--- src/rtl/bus_trace_pkg.sv ---
// ---------------------------------------------------------------------------
// bus_trace_pkg
//   Shared types and constants for the cart-bus tracer.
//   - mode_t      : which bus directions are traced
//   - state_t     : capture FSM states
//   - trace_rec_t : record layout for the default AW/DW build, as seen on
//                   rd_data. It carries a timestamp field only when
//                   BUS_TRACE_TS_EN is defined.
//   - TS_W / CH_W : timestamp and channel-index field widths
// ---------------------------------------------------------------------------
package bus_trace_pkg;

  localparam int TS_W   = 16;
  localparam int CH_W   = 3;
  localparam int REC_AW = 21;
  localparam int REC_DW = 8;

  typedef enum logic [1:0] {
    MODE_NONE = 2'b00,
    MODE_RD   = 2'b01,
    MODE_WR   = 2'b10,
    MODE_BOTH = 2'b11
  } mode_t;

  typedef enum logic [1:0] {
    IDLE,
    ACT_RD,
    ACT_WR,
    COMMIT
  } state_t;

  typedef struct packed {
`ifdef BUS_TRACE_TS_EN
    logic [TS_W-1:0]   ts;
`endif
    logic [CH_W-1:0]   ch;
    logic              is_wr;
    logic [REC_AW-1:0] addr;
    logic [REC_DW-1:0] data;
  } trace_rec_t;

  function automatic logic mode_has_rd(input mode_t m);
    return (m == MODE_RD) || (m == MODE_BOTH);
  endfunction

  function automatic logic mode_has_wr(input mode_t m);
    return (m == MODE_WR) || (m == MODE_BOTH);
  endfunction

endpackage

--- src/rtl/bus_trace_fifo.sv ---
// ---------------------------------------------------------------------------
// trace_fifo
//   First-word-fall-through synchronous FIFO. rdata shows the head entry
//   whenever the FIFO is not empty and reads as zero when it is empty.
//   A pop on an empty FIFO is ignored. A push while full is dropped unless
//   a pop happens in the same cycle, in which case both take effect.
// Parameters: DEPTH (power of two, >= 2), WIDTH
// Ports:
//   clk, rst_n      clock, async active-low reset
//   push, wdata     write request and data
//   pop             consume the head entry
//   rdata           head entry
//   count           occupancy, 0..DEPTH
//   full, empty     occupancy flags
// ---------------------------------------------------------------------------
module trace_fifo #(
  parameter int DEPTH = 16,
  parameter int WIDTH = 8
) (
  input  logic                     clk,
  input  logic                     rst_n,
  input  logic                     push,
  input  logic [WIDTH-1:0]         wdata,
  input  logic                     pop,
  output logic [WIDTH-1:0]         rdata,
  output logic [$clog2(DEPTH):0]   count,
  output logic                     full,
  output logic                     empty
);

  localparam int PW = $clog2(DEPTH);
  localparam int CW = PW + 1;

  logic [WIDTH-1:0] mem [DEPTH];
  logic [PW-1:0]    wr_ptr;
  logic [PW-1:0]    rd_ptr;
  logic             do_push;
  logic             do_pop;

  assign empty   = (count == '0);
  assign full    = (count == CW'(DEPTH));
  assign do_pop  = pop && !empty;
  assign do_push = push && (!full || do_pop);

  // NOTE: the storage array has no reset; only pointers and count do, and
  // rdata is gated by empty so no stale entry is ever visible.
  always_ff @(posedge clk) begin
    if (do_push) mem[wr_ptr] <= wdata;
  end

  // Pointers are exactly PW bits wide, so they wrap modulo DEPTH.
  always_ff @(posedge clk or negedge rst_n) begin
    if (!rst_n) begin
      wr_ptr <= '0;
      rd_ptr <= '0;
      count  <= '0;
    end else begin
      if (do_push) wr_ptr <= wr_ptr + 1'b1;
      if (do_pop)  rd_ptr <= rd_ptr + 1'b1;
      unique case ({do_push, do_pop})
        2'b10:   count <= count + 1'b1;
        2'b01:   count <= count - 1'b1;
        default: ;
      endcase
    end
  end

  assign rdata = empty ? '0 : mem[rd_ptr];

endmodule

--- src/rtl/bus_trace.sv ---
// ---------------------------------------------------------------------------
// bus_trace
//   Cart-bus cycle tracer. It runs on the 50 MHz core clock and sniffs the
//   asynchronous CPU bus. Strobes, address and data go through the same
//   SYNC_LEN-stage synchroniser, followed by one more aligned stage that
//   feeds the strobe glitch filters. A read or write cycle is opened by a
//   qualified strobe assert and closed by a qualified release. The cycle's
//   address is then matched against NCH base/mask windows. Matching cycles
//   are pushed into an FWFT FIFO that the MCU/debug side drains.
//
// Optional feature: macro BUS_TRACE_TS_EN adds a 16-bit free-running
//   timestamp. The timestamp is latched on the qualified strobe assert and
//   sits in the MSBs of each record.
//
// Ports:
//   clk, rst_n          50 MHz clock, async active-low reset
//   cpu_addr/cpu_dato   raw CPU address / data
//   cpu_oe_n/cpu_we_n   raw read / write strobes, active low
//   cfg_en, cfg_mode    tracer enable; mode 00 none, 01 rd, 10 wr, 11 both
//   cfg_ch_en           per-channel enable
//   cfg_base/cfg_mask   channel i window at [i*AW +: AW]; mask 1 = compared
//   rd_pop              consume FIFO head
//   rd_valid, rd_data   FIFO not empty, head record
//                       {[ts,] ch, is_wr, addr, data}
//   fifo_cnt            FIFO occupancy
//   ovf, ovf_clr        sticky "record dropped while full", and its clear
//   hit                 one-clock pulse per committed matching cycle
// ---------------------------------------------------------------------------
module bus_trace
  import bus_trace_pkg::*;
#(
  parameter int SYNC_LEN   = 3,
  parameter int FILT_LEN   = 2,
  parameter int NCH        = 4,
  parameter int FIFO_DEPTH = 16,
  parameter int AW         = REC_AW,
  parameter int DW         = REC_DW
) (
  input  logic                          clk,
  input  logic                          rst_n,
  input  logic [AW-1:0]                 cpu_addr,
  input  logic [DW-1:0]                 cpu_dato,
  input  logic                          cpu_oe_n,
  input  logic                          cpu_we_n,
  input  logic                          cfg_en,
  input  logic [1:0]                    cfg_mode,
  input  logic [NCH-1:0]                cfg_ch_en,
  input  logic [NCH*AW-1:0]             cfg_base,
  input  logic [NCH*AW-1:0]             cfg_mask,
  input  logic                          rd_pop,
  output logic                          rd_valid,
`ifdef BUS_TRACE_TS_EN
  output logic [TS_W+CH_W+AW+DW:0]      rd_data,
`else
  output logic [CH_W+AW+DW:0]           rd_data,
`endif
  output logic [$clog2(FIFO_DEPTH):0]   fifo_cnt,
  output logic                          ovf,
  input  logic                          ovf_clr,
  output logic                          hit
);

  localparam int BW    = 2 + AW + DW;
  localparam int REC_W = $bits(rd_data);

  // ---------------------------------------------------------------- sync
  // All bus signals share one chain, so they keep their relative timing.
  logic [SYNC_LEN-1:0][BW-1:0] sync_q;
  logic                        oe_s, we_s;
  logic [AW-1:0]               addr_s;
  logic [DW-1:0]               data_s;

  assign {oe_s, we_s, addr_s, data_s} = sync_q[SYNC_LEN-1];

  // The strobe histories hold active-low samples, with [0] the newest.
  // addr_d/data_d are aligned with history bit [0].
  logic [FILT_LEN:0] oe_hist, we_hist;
  logic [AW-1:0]     addr_d;
  logic [DW-1:0]     data_d;

  always_ff @(posedge clk or negedge rst_n) begin
    if (!rst_n) begin
      sync_q  <= '0;
      oe_hist <= '0;
      we_hist <= '0;
      addr_d  <= '0;
      data_d  <= '0;
    end else begin
      sync_q  <= {sync_q[SYNC_LEN-2:0], {cpu_oe_n, cpu_we_n, cpu_addr, cpu_dato}};
      oe_hist <= {oe_hist[FILT_LEN-1:0], oe_s};
      we_hist <= {we_hist[FILT_LEN-1:0], we_s};
      addr_d  <= addr_s;
      data_d  <= data_s;
    end
  end

  // A qualified assert needs FILT_LEN low samples preceded by a high one.
  // The chains reset to 0, which reads as "asserted". No spurious cycle can
  // start out of reset until the bus has been seen idle.
  logic oe_rise, we_rise, oe_fall, we_fall;
  assign oe_rise = oe_hist[FILT_LEN] && (oe_hist[FILT_LEN-1:0] == '0);
  assign we_rise = we_hist[FILT_LEN] && (we_hist[FILT_LEN-1:0] == '0);
  assign oe_fall = &oe_hist[FILT_LEN-1:0];
  assign we_fall = &we_hist[FILT_LEN-1:0];

  // ----------------------------------------------------------- timestamp
`ifdef BUS_TRACE_TS_EN
  logic [TS_W-1:0] ts_cnt;
  logic [TS_W-1:0] ts_q;

  always_ff @(posedge clk or negedge rst_n) begin
    if (!rst_n) ts_cnt <= '0;
    else        ts_cnt <= ts_cnt + 1'b1;
  end
`endif

  // ------------------------------------------------------ channel match
  state_t          state;
  mode_t           mode_q;
  mode_t           mode_cur;
  logic            is_wr_q;
  logic [AW-1:0]   addr_q;
  logic [DW-1:0]   data_q;
  logic            hit_any;
  logic [CH_W-1:0] hit_ch;

  assign mode_cur = mode_t'(cfg_mode);

  // Scan from the top down so that the lowest matching index is written last.
  always_comb begin
    // NOTE: default every output first so no path leaves a value held (latch).
    hit_any = 1'b0;
    hit_ch  = '0;
    for (int i = NCH - 1; i >= 0; i--) begin
      if (cfg_ch_en[i] &&
          (((addr_q ^ cfg_base[i*AW +: AW]) & cfg_mask[i*AW +: AW]) == '0)) begin
        hit_any = 1'b1;
        hit_ch  = CH_W'(i);
      end
    end
  end

  // Disabling the tracer or changing mode throws away any open cycle.
  logic abort;
  assign abort = (state != IDLE) && (!cfg_en || (mode_cur != mode_q));

  // ----------------------------------------------------------------- FSM
  // NOTE: all sequential state uses non-blocking assignments, so every flop
  // samples pre-edge values and the block order does not matter.
  always_ff @(posedge clk or negedge rst_n) begin
    if (!rst_n) begin
      state   <= IDLE;
      mode_q  <= MODE_NONE;
      is_wr_q <= 1'b0;
      addr_q  <= '0;
      data_q  <= '0;
      hit     <= 1'b0;
`ifdef BUS_TRACE_TS_EN
      ts_q    <= '0;
`endif
    end else begin
      mode_q <= mode_cur;
      hit    <= 1'b0;
      if (abort) begin
        state <= IDLE;
      end else begin
        unique case (state)
          IDLE: begin
            // A simultaneous read and write assert opens a write cycle.
            if (cfg_en && we_rise && mode_has_wr(mode_cur)) begin
              state   <= ACT_WR;
              is_wr_q <= 1'b1;
              addr_q  <= addr_d;
              data_q  <= data_d;
`ifdef BUS_TRACE_TS_EN
              ts_q    <= ts_cnt;
`endif
            end else if (cfg_en && oe_rise && mode_has_rd(mode_cur)) begin
              state   <= ACT_RD;
              is_wr_q <= 1'b0;
              addr_q  <= addr_d;
              data_q  <= data_d;
`ifdef BUS_TRACE_TS_EN
              ts_q    <= ts_cnt;
`endif
            end
          end
          ACT_RD: begin
            if (!oe_hist[0]) data_q <= data_d;
            if (oe_fall)     state  <= COMMIT;
          end
          ACT_WR: begin
            if (!we_hist[0]) data_q <= data_d;
            if (we_fall)     state  <= COMMIT;
          end
          COMMIT: begin
            hit   <= hit_any;
            state <= IDLE;
          end
          default: state <= IDLE;
        endcase
      end
    end
  end

  // ---------------------------------------------------------------- FIFO
  logic [REC_W-1:0] rec_w;
  logic             push_req;
  logic             fifo_full;
  logic             fifo_empty;
  logic             drop;

`ifdef BUS_TRACE_TS_EN
  assign rec_w = {ts_q, hit_ch, is_wr_q, addr_q, data_q};
`else
  assign rec_w = {hit_ch, is_wr_q, addr_q, data_q};
`endif

  assign push_req = (state == COMMIT) && !abort && hit_any;
  // A full FIFO that is popped in the same cycle frees a slot for the push.
  assign drop     = push_req && fifo_full && !rd_pop;

  trace_fifo #(
    .DEPTH (FIFO_DEPTH),
    .WIDTH (REC_W)
  ) u_fifo (
    .clk   (clk),
    .rst_n (rst_n),
    .push  (push_req),
    .wdata (rec_w),
    .pop   (rd_pop),
    .rdata (rd_data),
    .count (fifo_cnt),
    .full  (fifo_full),
    .empty (fifo_empty)
  );

  assign rd_valid = !fifo_empty;

  // A new drop wins over a clear in the same cycle.
  always_ff @(posedge clk or negedge rst_n) begin
    if (!rst_n)       ovf <= 1'b0;
    else if (drop)    ovf <= 1'b1;
    else if (ovf_clr) ovf <= 1'b0;
  end

endmodule
--- config.mk ---
export PLATFORM = sky130hd
export DESIGN_NAME = bus_trace
export DESIGN_NICKNAME = d
export VERILOG_FILES = /design/src/rtl/bus_trace_pkg.sv /design/src/rtl/bus_trace_fifo.sv /design/src/rtl/bus_trace.sv
export SDC_FILE = /design/constraint.sdc
export NUM_CORES = 1
export LEC_CHECK = 0
export ABC_CLOCK_PERIOD_IN_PS = 6600
export CAP_MARGIN = 20
export CORE_ASPECT_RATIO = 0.6
export CORE_UTILIZATION = 37
export DETAILED_ROUTE_END_ITERATION = 6
export HOLD_SLACK_MARGIN = 0.02
export PLACE_DENSITY = 0.56
export SYNTH_ARGS = -nofsm -noshare
export SYNTH_HDL_FRONTEND = slang
export SYNTH_HIERARCHICAL = 1
export SYNTH_SLANG_ARGS = --single-unit
--- constraint.sdc ---
create_clock -name clk -period 6.6 [get_ports clk]
set_input_delay 1.32 -clock clk [delete_from_list [all_inputs] [get_ports clk]]
set_output_delay 1.32 -clock clk [all_outputs]
set_load 0.02 [all_outputs]
==> out/summary.txt <==
status -> finished clean
Max Freq -> 187 MHz
Setup Skew -> 0.0195 ns
worst-skew pair later-pin latency -> 0.61 ns
Top FF cell, synth -> edfxtp_1
Via-to-Cell Ratio -> 5.15
Setup TNS -> 0 ns
post-CTS setup repair buffer count -> 0
WP data required -> 5.28 ns
vias in the first global route -> 14.4k
total power divided by cell area -> 418 mW/mm²
DRT Pass-1 Iters -> 5
FF-to-FF End -> u_fifo/mem[13][17]$_DFFE_PP_
Via Count -> 13.8k
core area -> 0.0725 mm²
fin worst setup slack -> 1.26 ns
WL final -> 69,400 µm
Synth-to-Final Area Change -> 21.5%
worst hold path type -> register to register
clock buffer depth -> 3
CTS clock-pin slew for the worst setup and hold paths -> 0.07 ns
fin crit period -> 5.34 ns
die width -> 353 µm
largest net degree at the start of global routing -> 143
initial antenna violation count -> 2
Setup CP Type -> register to output port
async set-or-reset flop fraction in the synthesized netlist -> 25.1%
Period Utilization, post-route -> 80.8%
Fin. Hold Viols -> 0
VDD IR-drop max -> 231 µV
Die Ht -> 213 µm
number of max-cap violations -> 0
pre-CTS WS -> 1.20 ns
register area share after synthesis -> 74.0%
Yosys reg bits -> 705
CTS tree -> built
startpoint types -> register
DRT iter0 DRCs -> 1,118
R2R setup slack -> 1.82 ns
DR DRC count -> 0
CTS sink count -> 705
# port buffers -> 250
Post-Synthesis Cell Area -> 0.0274 mm²
clock buffer count from CTS -> 68
RR Startpoint -> addr_q[11]$_DFFE_PN0P_
Worst Path Arrival -> 4.02 ns
layout cells sized above 1 -> 21.4%
final core utilization -> 45.9%
Slew Limit Fails -> 0
fill count -> 6,147
n_diodes -> 0
Max-slew headroom -> 30.3%
# IOs -> 251
post-route antenna net violation count -> 0
Worst Setup End Kind -> output port
first-pass GRT wire length -> 101,000 µm
Leakage -> 11.5 nW
Synth cell types -> 54
final HPWL from detailed placement -> 43,700 µm
drt wl/cell -> 25.9 µm
# rows -> 76
nets@finish -> 1,876
RePlAce Congestion -> 0.944
Hold Path Depth -> 0
hold_buf cts -> 0
die area -> 0.0752 mm²
H-tree levels -> 3
gr usage total -> 18.9%
Least-Margin Pin Slew -> 1.05 ns
Avg Cell Area, Syn -> 20.3 µm²
worst min-delay path startpoint -> sync_q[51]$_DFF_PN0_
Ys Warns -> 6
Post-synth EDFFs -> 528
final setup fails -> 0
worst-path fanout max -> 42
Min-Delay Endpoint -> addr_s[12]$_DFF_PN0_
Register-to-Register Path Depth -> 9
RSZ-0062 raised after global routing -> false
post_cts resized -> 0
Starting Density -> 37.8%
total grt overflow -> 0
Root Driver -> clkbuf_16
Syn Inst Count -> 1,348
==> Yosys cell counts, types with 4 or more instances <==
cell / instances / area (µm²)
a211oi_1: 47 / 353
a211oi_2: 20 / 250
a21oi_1: 6 / 30.0
a22oi_1: 41 / 308
and3_1: 8 / 50.1
buf_2: 22 / 110
buf_4: 21 / 158
buf_6: 16 / 180
buf_8: 6 / 90.1
clkbuf_1: 11 / 41.3
dfrtp_1: 177 / 4430
edfxtp_1: 528 / 15900
ha_1: 13 / 163
inv_1: 14 / 52.6
mux2_2: 31 / 349
mux2i_1: 36 / 360
mux4_2: 132 / 2970
nand2_1: 14 / 52.6
nand2b_1: 4 / 25.0
nand4_1: 13 / 81.3
nor2_1: 15 / 56.3
nor2b_1: 34 / 213
nor3_2: 4 / 40.0
nor4_1: 4 / 25.0
xnor2_1: 9 / 78.8
xor2_1: 84 / 736
==> layer usage <==
metal | vias to the layer above | GRT usage [%] | routed length, µm | share of wire [%]
met2 | 388 | 27.5 | 30500 | 44
met5 | - | 0 | 32 | 0.046
li1 | 5972 | - | - | -
met3 | 84 | 4.19 | 3890 | 5.6
met1 | 7365 | 28.8 | 33900 | 49
met4 | 4 | 4.08 | 1060 | 1.5
==> flip-flops by register name (all words and copies together), names as in the netlist, 2 cells and up <==
signal         count
mode_q             2
data_d             8
oe_hist            3
u_fifo/wr_ptr      4
data_q             8
addr_q            21
u_fifo/mem       528
addr_s            21
state              2
data_s             8
u_fifo/rd_ptr      4
addr_d            21
sync_q            63
we_hist            3
u_fifo/count       5
==> layout by cell type (no fill, tap or decap), types with 14 or more instances in the layout <==
cell type	count
nor2b_1	34
dfrtp_1	173
inv_1	14
mux4_2	132
conb_1	16
a211oi_2	20
clkbuf_16	72
a211oi_1	47
edfxtp_1	528
clkdlybuf4s50_1	249
mux2_2	31
nand2_1	14
mux2i_1	36
xor2_1	84
a22oi_1	41
buf_4	37
==> how the worst max path moves through the flow <==
stage | start | endpoint | slack [ns] | cells after the start
final | u_fifo/rd_ptr[1]$_DFFE_PN0N_ | rd_data[30] | 1.26 | 5
after global routing | u_fifo/rd_ptr[1]$_DFFE_PN0N_ | rd_data[30] | 0.98 | 5
after CTS | u_fifo/rd_ptr[1]$_DFFE_PN0N_ | rd_data[30] | 1.13 | 5
after detailed placement | cfg_base[1] | u_fifo/mem[13][18]$_DFFE_PP_ | 1.20 | 10
after global placement | cfg_base[1] | u_fifo/mem[12][9]$_DFFE_PP_ | 1.36 | 10
after floorplan | cfg_base[31] | u_fifo/mem[0][0]$_DFFE_PP_ | 0.47 | 7
==> final cells by class <==
type                            count  area (µm²)  area share, %
Multi-Input combinational cell    565        6600           19.8
Timing Repair Buffer              296        2950           8.87
Clock inverter                     33         249          0.748
Inverter                           16        60.1          0.180
Sequential cell                   705       20300           61.0
Tap cell                          975        1220           3.66
Clock buffer                       90        1910           5.73
==> cell families after synthesis <==
kind of cell,Yosys count,share of synthesized area [%]
adder cells (fa/ha/maj),14,0.667
XOR/XNOR,95,3.09
AO/OA/AOI/OAI,132,3.99
other,1,0.0137
buffers and inverters,93,2.35
multiplexers,201,13.5
AND/OR/NAND/NOR,107,2.32
flip-flops,705,74.0
==> worst max-delay path, stage by stage, from the launching register on <==
cell             delay, ns
dfrtp_4               0.94
buf_4                 0.70
mux4_2                0.35
mux2i_1               0.07
a211oi_1              0.58
clkdlybuf4s50_1       0.72
==> power breakdown <==
part           internal, W  leakage, nW  switching (W)  total, W
clock              0.00213         1.05        0.00167   0.00380
combinational      0.00192         3.59        0.00183   0.00375
sequential         0.00540         6.84       0.000970   0.00637
==> through the flow <==
step	hold slack, ns	total power [W]	cells	cell area [µm²]
2_1_floorplan	0.331	0.00868	1363	27500
3_3_place_gp	0.331	0.0102	2555	31100
3_5_place_dp	0.335	0.0103	2555	31100
4_1_cts	0.334	0.0141	2678	33300
5_1_grt	0.343	0.0146	2680	33300
6_report	0.337	0.0139	2680	33300
Note: power is estimated with default switching activity, not from simulation.
